[config.mk]
export PLATFORM = sky130hd
export DESIGN_NAME = mips_bus_decoder_flat
export DESIGN_NICKNAME = d
export VERILOG_FILES = /design/src/rtl/mips_bus_pkg.sv /design/src/rtl/mips_bus_decoder_if.sv /design/src/rtl/mips_page_match.sv /design/src/rtl/mips_bus_decoder.sv /design/src/flat_wrapper.sv
export SDC_FILE = /design/constraint.sdc
export NUM_CORES = 1
export LEC_CHECK = 0
export ABC_AREA = 1
export CAP_MARGIN = 20
export CORE_MARGIN = 2
export CORE_UTILIZATION = 37
export DETAILED_ROUTE_END_ITERATION = 10
export PLACE_DENSITY = 0.78
export SLEW_MARGIN = 20
export SYNTH_ARGS = -nofsm -noshare
export SYNTH_HDL_FRONTEND = slang
export SYNTH_SLANG_ARGS = --single-unit
export TNS_END_PERCENT = 50
[constraint.sdc]
create_clock -name clk -period 4.6 [get_ports clk]
set_input_delay 0.92 -clock clk [delete_from_list [all_inputs] [get_ports clk]]
set_output_delay 0.92 -clock clk [all_outputs]
set_load 0.01 [all_outputs]
[src/rtl/mips_bus_pkg.sv]
// rtl/mips_bus_pkg.sv - shared types and constants for the MIPS bus decoder
// Contents: FSM state enum, default slave page numbers, page-field width helper.
package mips_bus_pkg;

    typedef enum logic [1:0] {
        IDLE   = 2'd0,
        ACCESS = 2'd1,
        RESP   = 2'd2,
        ERR    = 2'd3
    } state_t;

    localparam logic [23:0] DMEM_PAGE = 24'h000000;
    localparam logic [23:0] IO1_PAGE  = 24'h000008;
    localparam logic [23:0] IO2_PAGE  = 24'h000009;
    localparam logic [23:0] IO3_PAGE  = 24'h00000A;

    // Width of the page field compared against the page table.
    function automatic int page_w(input int addr_w, input int page_bits);
        return addr_w - page_bits;
    endfunction

endpackage

[src/rtl/mips_bus_decoder_if.sv]
// rtl/mips_bus_decoder_if.sv - core-side and slave-side bus signals of the decoder
// Master side: req/we/addr/wdata/err_clr out, rdata/ready/err/busy/err_valid/err_addr in;
// it also models the slaves (s_rdata/s_ready out, s_sel/s_we/s_addr/s_wdata in).
// Slave modport is the decoder's view.
interface mips_bus_decoder_if #(
    parameter int NUM_SLAVES = 4,
    parameter int ADDR_W     = 32,
    parameter int DATA_W     = 32
);
    logic                         req;
    logic                         we;
    logic [ADDR_W-1:0]            addr;
    logic [DATA_W-1:0]            wdata;
    logic [DATA_W-1:0]            rdata;
    logic                         ready;
    logic                         err;
    logic                         busy;
    logic                         err_valid;
    logic [ADDR_W-1:0]            err_addr;
    logic                         err_clr;
    logic [NUM_SLAVES-1:0]        s_sel;
    logic                         s_we;
    logic [ADDR_W-1:0]            s_addr;
    logic [DATA_W-1:0]            s_wdata;
    logic [NUM_SLAVES*DATA_W-1:0] s_rdata;
    logic [NUM_SLAVES-1:0]        s_ready;

    modport slave (
        input  req, we, addr, wdata, err_clr, s_rdata, s_ready,
        output rdata, ready, err, busy, err_valid, err_addr,
               s_sel, s_we, s_addr, s_wdata
    );

    modport master (
        output req, we, addr, wdata, err_clr, s_rdata, s_ready,
        input  rdata, ready, err, busy, err_valid, err_addr,
               s_sel, s_we, s_addr, s_wdata
    );
endinterface

[src/rtl/mips_page_match.sv]
// rtl/mips_page_match.sv - page-table compare with lowest-index priority
// Ports: page (in) page field of the address; hit (out) any entry matched;
// onehot (out) select of the winning entry; idx (out) binary index of the winner.
module mips_page_match
    import mips_bus_pkg::*;
#(
    parameter int                            NUM_SLAVES  = 4,
    parameter int                            PAGE_W      = 24,
    parameter int                            IDX_W       = 2,
    parameter logic [NUM_SLAVES*PAGE_W-1:0]  SLAVE_PAGES = {IO3_PAGE, IO2_PAGE, IO1_PAGE, DMEM_PAGE}
) (
    input  logic [PAGE_W-1:0]     page,
    output logic                  hit,
    output logic [NUM_SLAVES-1:0] onehot,
    output logic [IDX_W-1:0]      idx
);

    // Scan from the highest index down so the lowest matching entry is
    // written last and wins when table entries overlap.
    always_comb begin
        hit    = 1'b0;
        onehot = '0;
        idx    = '0;
        for (int i = NUM_SLAVES - 1; i >= 0; i--) begin
            if (page == SLAVE_PAGES[i*PAGE_W +: PAGE_W]) begin
                hit       = 1'b1;
                onehot    = '0;
                onehot[i] = 1'b1;
                idx       = IDX_W'(i);
            end
        end
    end

endmodule

[src/rtl/mips_bus_decoder.sv]
// rtl/mips_bus_decoder.sv - registered memory-mapped bus decoder for the MIPS SoC
// Ports: clk, rst (async active-high); bus (slave modport): core request
// req/we/addr/wdata, completion rdata/ready/err/busy, sticky error
// err_valid/err_addr/err_clr, slave side s_sel/s_we/s_addr/s_wdata/s_rdata/s_ready.
module mips_bus_decoder
    import mips_bus_pkg::*;
#(
    parameter int NUM_SLAVES = 4,
    parameter int ADDR_W     = 32,
    parameter int DATA_W     = 32,
    parameter int PAGE_BITS  = 8,
    parameter logic [NUM_SLAVES*(ADDR_W-PAGE_BITS)-1:0] SLAVE_PAGES =
        {IO3_PAGE, IO2_PAGE, IO1_PAGE, DMEM_PAGE},
    parameter int TIMEOUT    = 16
) (
    input  logic              clk,
    input  logic              rst,
    mips_bus_decoder_if.slave bus
);

    localparam int PAGE_W = page_w(ADDR_W, PAGE_BITS);
    localparam int IDX_W  = (NUM_SLAVES > 1) ? $clog2(NUM_SLAVES) : 1;
    localparam int CNT_W  = $clog2(TIMEOUT);

    state_t                state, state_n;
    logic [NUM_SLAVES-1:0] s_sel, s_sel_n;
    logic                  s_we, s_we_n;
    logic [ADDR_W-1:0]     s_addr, s_addr_n;
    logic [DATA_W-1:0]     s_wdata, s_wdata_n;
    logic [DATA_W-1:0]     rdata, rdata_n;
    logic                  err_valid, err_valid_n;
    logic [ADDR_W-1:0]     err_addr, err_addr_n;
    logic [CNT_W-1:0]      cnt, cnt_n;
    logic [IDX_W-1:0]      sel_idx, sel_idx_n;

    logic                  hit;
    logic [NUM_SLAVES-1:0] hit_onehot;
    logic [IDX_W-1:0]      hit_idx;
    logic                  sel_ready;
    logic [DATA_W-1:0]     sel_rdata;

    mips_page_match #(
        .NUM_SLAVES  (NUM_SLAVES),
        .PAGE_W      (PAGE_W),
        .IDX_W       (IDX_W),
        .SLAVE_PAGES (SLAVE_PAGES)
    ) u_match (
        .page   (bus.addr[ADDR_W-1:PAGE_BITS]),
        .hit    (hit),
        .onehot (hit_onehot),
        .idx    (hit_idx)
    );

    // Only the selected slave's ready/data matter; other slaves are ignored.
    assign sel_ready = bus.s_ready[sel_idx];
    assign sel_rdata = bus.s_rdata[sel_idx*DATA_W +: DATA_W];

    always_ff @(posedge clk or posedge rst) begin
        if (rst) begin
            state     <= IDLE;
            s_sel     <= '0;
            s_we      <= 1'b0;
            s_addr    <= '0;
            s_wdata   <= '0;
            rdata     <= '0;
            err_valid <= 1'b0;
            err_addr  <= '0;
            cnt       <= '0;
            sel_idx   <= '0;
        end else begin
            state     <= state_n;
            s_sel     <= s_sel_n;
            s_we      <= s_we_n;
            s_addr    <= s_addr_n;
            s_wdata   <= s_wdata_n;
            rdata     <= rdata_n;
            err_valid <= err_valid_n;
            err_addr  <= err_addr_n;
            cnt       <= cnt_n;
            sel_idx   <= sel_idx_n;
        end
    end

    always_comb begin
        state_n     = state;
        s_sel_n     = s_sel;
        s_we_n      = s_we;
        s_addr_n    = s_addr;
        s_wdata_n   = s_wdata;
        rdata_n     = rdata;
        err_valid_n = err_valid;
        err_addr_n  = err_addr;
        cnt_n       = cnt;
        sel_idx_n   = sel_idx;

        if (bus.err_clr) begin
            err_valid_n = 1'b0;
        end

        case (state)
            IDLE: begin
                if (bus.req) begin
                    s_addr_n  = bus.addr;
                    s_we_n    = bus.we;
                    s_wdata_n = bus.wdata;
                    cnt_n     = '0;
                    if (hit) begin
                        s_sel_n   = hit_onehot;
                        sel_idx_n = hit_idx;
                        state_n   = ACCESS;
                    end else begin
                        state_n = ERR;
                    end
                end
            end
            ACCESS: begin
                if (sel_ready) begin
                    if (!s_we) begin
                        rdata_n = sel_rdata;
                    end
                    s_sel_n = '0;
                    s_we_n  = 1'b0;
                    state_n = RESP;
                end else if (cnt == CNT_W'(TIMEOUT - 1)) begin
                    s_sel_n = '0;
                    s_we_n  = 1'b0;
                    state_n = ERR;
                end else begin
                    cnt_n = cnt + CNT_W'(1);
                end
            end
            RESP: begin
                state_n = IDLE;
            end
            ERR: begin
                s_we_n = 1'b0;
                // A clear landing with a new error lets the new error become
                // the first one recorded.
                if (!err_valid || bus.err_clr) begin
                    err_valid_n = 1'b1;
                    err_addr_n  = s_addr;
                end
                state_n = IDLE;
            end
            default: begin
                state_n = IDLE;
            end
        endcase
    end

    assign bus.ready     = (state == RESP);
    assign bus.err       = (state == ERR);
    assign bus.busy      = (state != IDLE);
    assign bus.rdata     = rdata;
    assign bus.err_valid = err_valid;
    assign bus.err_addr  = err_addr;
    assign bus.s_sel     = s_sel;
    assign bus.s_we      = s_we;
    assign bus.s_addr    = s_addr;
    assign bus.s_wdata   = s_wdata;

endmodule

[src/flat_wrapper.sv]
// flat-port wrapper written by rule: the top's interface ports become plain ports
module mips_bus_decoder_flat import mips_bus_pkg::*;
#(
    parameter int NUM_SLAVES = 4,
    parameter int ADDR_W     = 32,
    parameter int DATA_W     = 32,
    parameter int PAGE_BITS  = 8,
    parameter logic [NUM_SLAVES*(ADDR_W-PAGE_BITS)-1:0] SLAVE_PAGES =
        {IO3_PAGE, IO2_PAGE, IO1_PAGE, DMEM_PAGE},
    parameter int TIMEOUT    = 16
)
  (clk, rst, bus_req, bus_we, bus_addr, bus_wdata, bus_err_clr, bus_s_rdata, bus_s_ready, bus_rdata, bus_ready, bus_err, bus_busy, bus_err_valid, bus_err_addr, bus_s_sel, bus_s_we, bus_s_addr, bus_s_wdata);
  mips_bus_decoder_if #(.NUM_SLAVES(NUM_SLAVES), .ADDR_W(ADDR_W), .DATA_W(DATA_W)) bus_i ();
  input  logic clk;
  input  logic rst;
  input wire logic [$bits(bus_i.req)-1:0] bus_req;
  input wire logic [$bits(bus_i.we)-1:0] bus_we;
  input wire logic [$bits(bus_i.addr)-1:0] bus_addr;
  input wire logic [$bits(bus_i.wdata)-1:0] bus_wdata;
  input wire logic [$bits(bus_i.err_clr)-1:0] bus_err_clr;
  input wire logic [$bits(bus_i.s_rdata)-1:0] bus_s_rdata;
  input wire logic [$bits(bus_i.s_ready)-1:0] bus_s_ready;
  output wire logic [$bits(bus_i.rdata)-1:0] bus_rdata;
  output wire logic [$bits(bus_i.ready)-1:0] bus_ready;
  output wire logic [$bits(bus_i.err)-1:0] bus_err;
  output wire logic [$bits(bus_i.busy)-1:0] bus_busy;
  output wire logic [$bits(bus_i.err_valid)-1:0] bus_err_valid;
  output wire logic [$bits(bus_i.err_addr)-1:0] bus_err_addr;
  output wire logic [$bits(bus_i.s_sel)-1:0] bus_s_sel;
  output wire logic [$bits(bus_i.s_we)-1:0] bus_s_we;
  output wire logic [$bits(bus_i.s_addr)-1:0] bus_s_addr;
  output wire logic [$bits(bus_i.s_wdata)-1:0] bus_s_wdata;
  assign bus_i.req = bus_req;
  assign bus_i.we = bus_we;
  assign bus_i.addr = bus_addr;
  assign bus_i.wdata = bus_wdata;
  assign bus_i.err_clr = bus_err_clr;
  assign bus_i.s_rdata = bus_s_rdata;
  assign bus_i.s_ready = bus_s_ready;
  assign bus_rdata = bus_i.rdata;
  assign bus_ready = bus_i.ready;
  assign bus_err = bus_i.err;
  assign bus_busy = bus_i.busy;
  assign bus_err_valid = bus_i.err_valid;
  assign bus_err_addr = bus_i.err_addr;
  assign bus_s_sel = bus_i.s_sel;
  assign bus_s_we = bus_i.s_we;
  assign bus_s_addr = bus_i.s_addr;
  assign bus_s_wdata = bus_i.s_wdata;
  mips_bus_decoder #(.NUM_SLAVES(NUM_SLAVES), .ADDR_W(ADDR_W), .DATA_W(DATA_W), .PAGE_BITS(PAGE_BITS), .SLAVE_PAGES(SLAVE_PAGES), .TIMEOUT(TIMEOUT)) u_core (.clk(clk), .rst(rst), .bus(bus_i));
endmodule
==> summary.txt <==
Hold path
  • Min-delay src: u_core.bus.s_wdata[28]
  • Hold Crit Class: flip-flop to flip-flop
  • Worst Hold Path Cells: 2
  • WHS Endpoint: u_core.bus.s_wdata[28]

Logic synthesis
  • Syn Area/Cell: ~8.5 sq um
  • Synth cell count leaders: 230 x nand2_1, 142 x dfrtp_1, 96 x o21ai_0, 85 x nor2_1, 69 x inv_1
  • Synth async-reset ratio: 100%
  • Syn Std Cell Area: 0.00671 sq mm
  • Synth cell types: 25
  • Synth Flop Type: dfrtp_1
  • Syn nets: approximately 1,000
  • Mapped Cells: 793
  • Seq/Total Area, Yosys: between 50% and 60%
  • Post-synth top area cell: dfrtp_1
  • Post-synth EDFFs: 0
  • Most common cell in the netlist: nand2_1
  • FF+latch count, synth: roughly 140
  • Yosys top cell area share: a little over half
  • Synth area leaders: dfrtp_1 53%, nand2_1 13%, o21ai_0 7.2%
  • Yosys warnings: 0

GRT
  • Total grt overflow: 0
  • Total Routing Usage GR: between 20% and 30%
  • Largest net degree at the start of global routing: 68
  • First-pass GRT wire length: 34,700 microns
  • Vias in the first global route: 6,576
  • Initial antenna violation count: 1

Worst setup path
  • CP Capture Type: flip-flop
  • Most used cell, CP: nand2_1
  • Crit path launch type: flip-flop
  • Critical Path Max Stage Delay: 730 ps
  • Critical path buffer and inverter count: 3
  • R2R setup slack: 1900 ps
  • Crit path cell chain: inv_2 -> nand2_1 -> nand3_1 -> nand2_1 -> inv_2 -> nand2_1 -> or2_2 -> buf_4 -> nand2_1 -> o21ai_2
  • WS Path Type: flip-flop to flip-flop
  • Top Family by Delay on Critical Path: buffers and inverters
  • Critical R2R Capture: u_core.bus.rdata[10]
  • CP arrival: 2980 ps
  • Crit-path slowest cell: inv_2
  • Worst Reg-to-Reg Cells: 10
  • Worst-path maximum fanout: 66
  • R2r startpoint: u_core.sel_idx[0]
  • Worst EP required: 4870 ps

Routing
  • DRC: 0
  • Drt pass-1 iters: 5
  • DRT antenna net count: 0
  • WL final: 21,900 microns
  • Vias per inst: 4.87
  • Wire per inst: 16.1 microns
  • Iteration-0 DRC Markers: 402
  • DR vias: 6,602

Power
  • PD cells: 568 mW/mm^2
  • Maximum vdd drop: 0.376 mV
  • Pleak: 0.00498 uW

Cells and area
  • Layout fillers: between 1,500 and 2,000
  • FF+latch area: 0.00355 sq mm
  • Post-route cell area: 0.0108 sq mm
  • Fraction of layout cells with a size suffix above 1: 9.85%
  • Area of the multi-input gates: 0.00266 sq mm
  • Synthesis-to-layout area growth: 60.7%
  • Final #Nets: 1,316

Timing
  • Total negative setup slack: 0 ps
  • Fin crit share: 58.8%
  • Fmax: around 0.37 GHz
  • RSZ-0062 raised after global routing: no
  • Final Skew: 20.4 ps
  • Hold Fails Final Rpt: 0
  • Slew @ Worst Pin: 1050 ps
  • Relative slew margins: a little under a third
  • Final Max Slew Viols: 0
  • Final setup viols: 0
  • Min cycle time layout: ~2700 ps

Die
  • Std cell rows: approximately 50
  • Die height: 139 microns
  • Core ar.: 0.0179 sq mm
  • Starting Density: a little under two fifths
  • Top-level I/O count: 338
  • Die width: 139 microns
  • Die ar.: 0.0192 sq mm

Clock tree
  • Cts bufs inserted: 17
  • Clock Path Buffers: 2
  • H-tree depth: 4
  • TritonCTS Sinks: 142
  • Hold_buf cts: 0
  • Clk root buf: clkbuf_16
  • CTS tree: done
  • Clock-pin slew on the worst setup and hold paths: 60 ps
  • Latest clock arrival within the worst-skew pair: roughly 430 ps
  • Post-CTS setup buffer count: 0
  • Post-cts resize count: 0

Placed design
  • HPWL Detailed: 16,000 microns
  • IO Port Bufs: 337
  • Placed Area: 0.0102 sq mm
  • Gpl congestion: around 0.84

Run
  • Maxcap violations: 0

Outcome
  • Status: completed
routing by layer:
metal / GRT usage, % / part of all wire (%)
met1: 27.6 / 40
met5: 0 / 0.059
met4: 8.03 / 2.3
met3: 7.94 / 9.3
met2: 37.5 / 49
placed cells by master (no fill, tap or decap), types with 4 or more instances in the layout:
cell type | netlist | layout
buf_4 | 0 | 8
o22ai_1 | 32 | 32
inv_8 | 0 | 4
dfrtp_1 | 142 | 141
inv_2 | 4 | 5
nor2_1 | 85 | 85
nand3_1 | 16 | 16
inv_6 | 0 | 5
clkbuf_16 | 0 | 17
o21ai_0 | 96 | 96
o21ai_2 | 32 | 32
inv_1 | 69 | 67
nand2_1 | 230 | 230
clkdlybuf4s50_1 | 0 | 337
mux2_2 | 28 | 28
layout make-up:
cell class / instances / area share (%)
well taps: 229 / 2.66
repair buffers: 345 / 31.9
diodes: 1 / 0.0232
clock inverters: 14 / 1.14
inverters: 73 / 2.58
clock buffers: 18 / 4.08
multi-input cells: 535 / 24.7
flip-flops and latches: 142 / 33.0
cell families (layout without fill, tap and decap cells):
| group | Yosys count | in the layout | share of synthesized area (%) |
|---|---|---|---|
| buffers and inverters | 116 | 450 | 7.37 |
| multiplexers | 28 | 28 | 4.70 |
| adder cells (fa/ha/maj) | 1 | 1 | 0.187 |
| AO/OA/AOI/OAI | 168 | 168 | 15.0 |
| XOR/XNOR | 1 | 1 | 0.131 |
| other | 0 | 1 | 0 |
| flip-flops | 142 | 142 | 53.0 |
| AND/OR/NAND/NOR | 337 | 337 | 19.6 |
tightest hold or removal path, cell delays in order, from the launching register on:
cell     delay, ps
dfrtp_1        340
nand2_1         50
nand2_1         40
worst max path at each step:
| stage | endpoint | start | depth (start not counted) | slack, ps |
|---|---|---|---|---|
| after detailed placement | u_core.bus.rdata[23] | bus_s_ready[0] | 10 | 1750 |
| after CTS | bus_busy | u_core.state[1] | 3 | 1890 |
| after global placement | u_core.bus.rdata[23] | bus_s_ready[1] | 10 | 1780 |
| after floorplan | u_core.bus.err_addr[0] | rst | 1 | 1900 |
| final | u_core.bus.rdata[10] | u_core.sel_idx[0] | 10 | 1900 |
| after global routing | u_core.bus.rdata[23] | u_core.sel_idx[0] | 10 | 1620 |
sequential cells by signal, summed over array words and instances (netlist names):
signal                cells
u_core.bus.err_addr      32
u_core.bus.s_we           1
u_core.bus.s_sel          4
u_core.sel_idx            2
u_core.bus.s_wdata       32
u_core.bus.s_addr        32
u_core.state              2
u_core.cnt                4
u_core.bus.err_valid      1
u_core.bus.rdata         32
report_power, final:
| group | leakage (uW) | switching, uW | total, uW | internal [uW] |
|---|---|---|---|---|
| registers | 0.00178 | 335 | 2140 | 1800 |
| clock network | 0.000276 | 597 | 1320 | 726 |
| logic | 0.00292 | 1200 | 2660 | 1460 |
| total | 0.00498 | 2130 | 6120 | 3990 |
metrics by stage:
stage	std cells	util [%]	worst slack, ps	hold WS [ps]	total power (uW)
2_1_floorplan	793	-	1900	479	3310
3_3_place_gp	1324	57.0	1780	453	4780
3_5_place_dp	1324	57.0	1750	457	4840
4_1_cts	1356	60.2	1890	475	6190
5_1_grt	1356	60.2	1620	491	6500
6_report	1357	60.2	1900	469	6120
(Power assumes the default switching activity.)
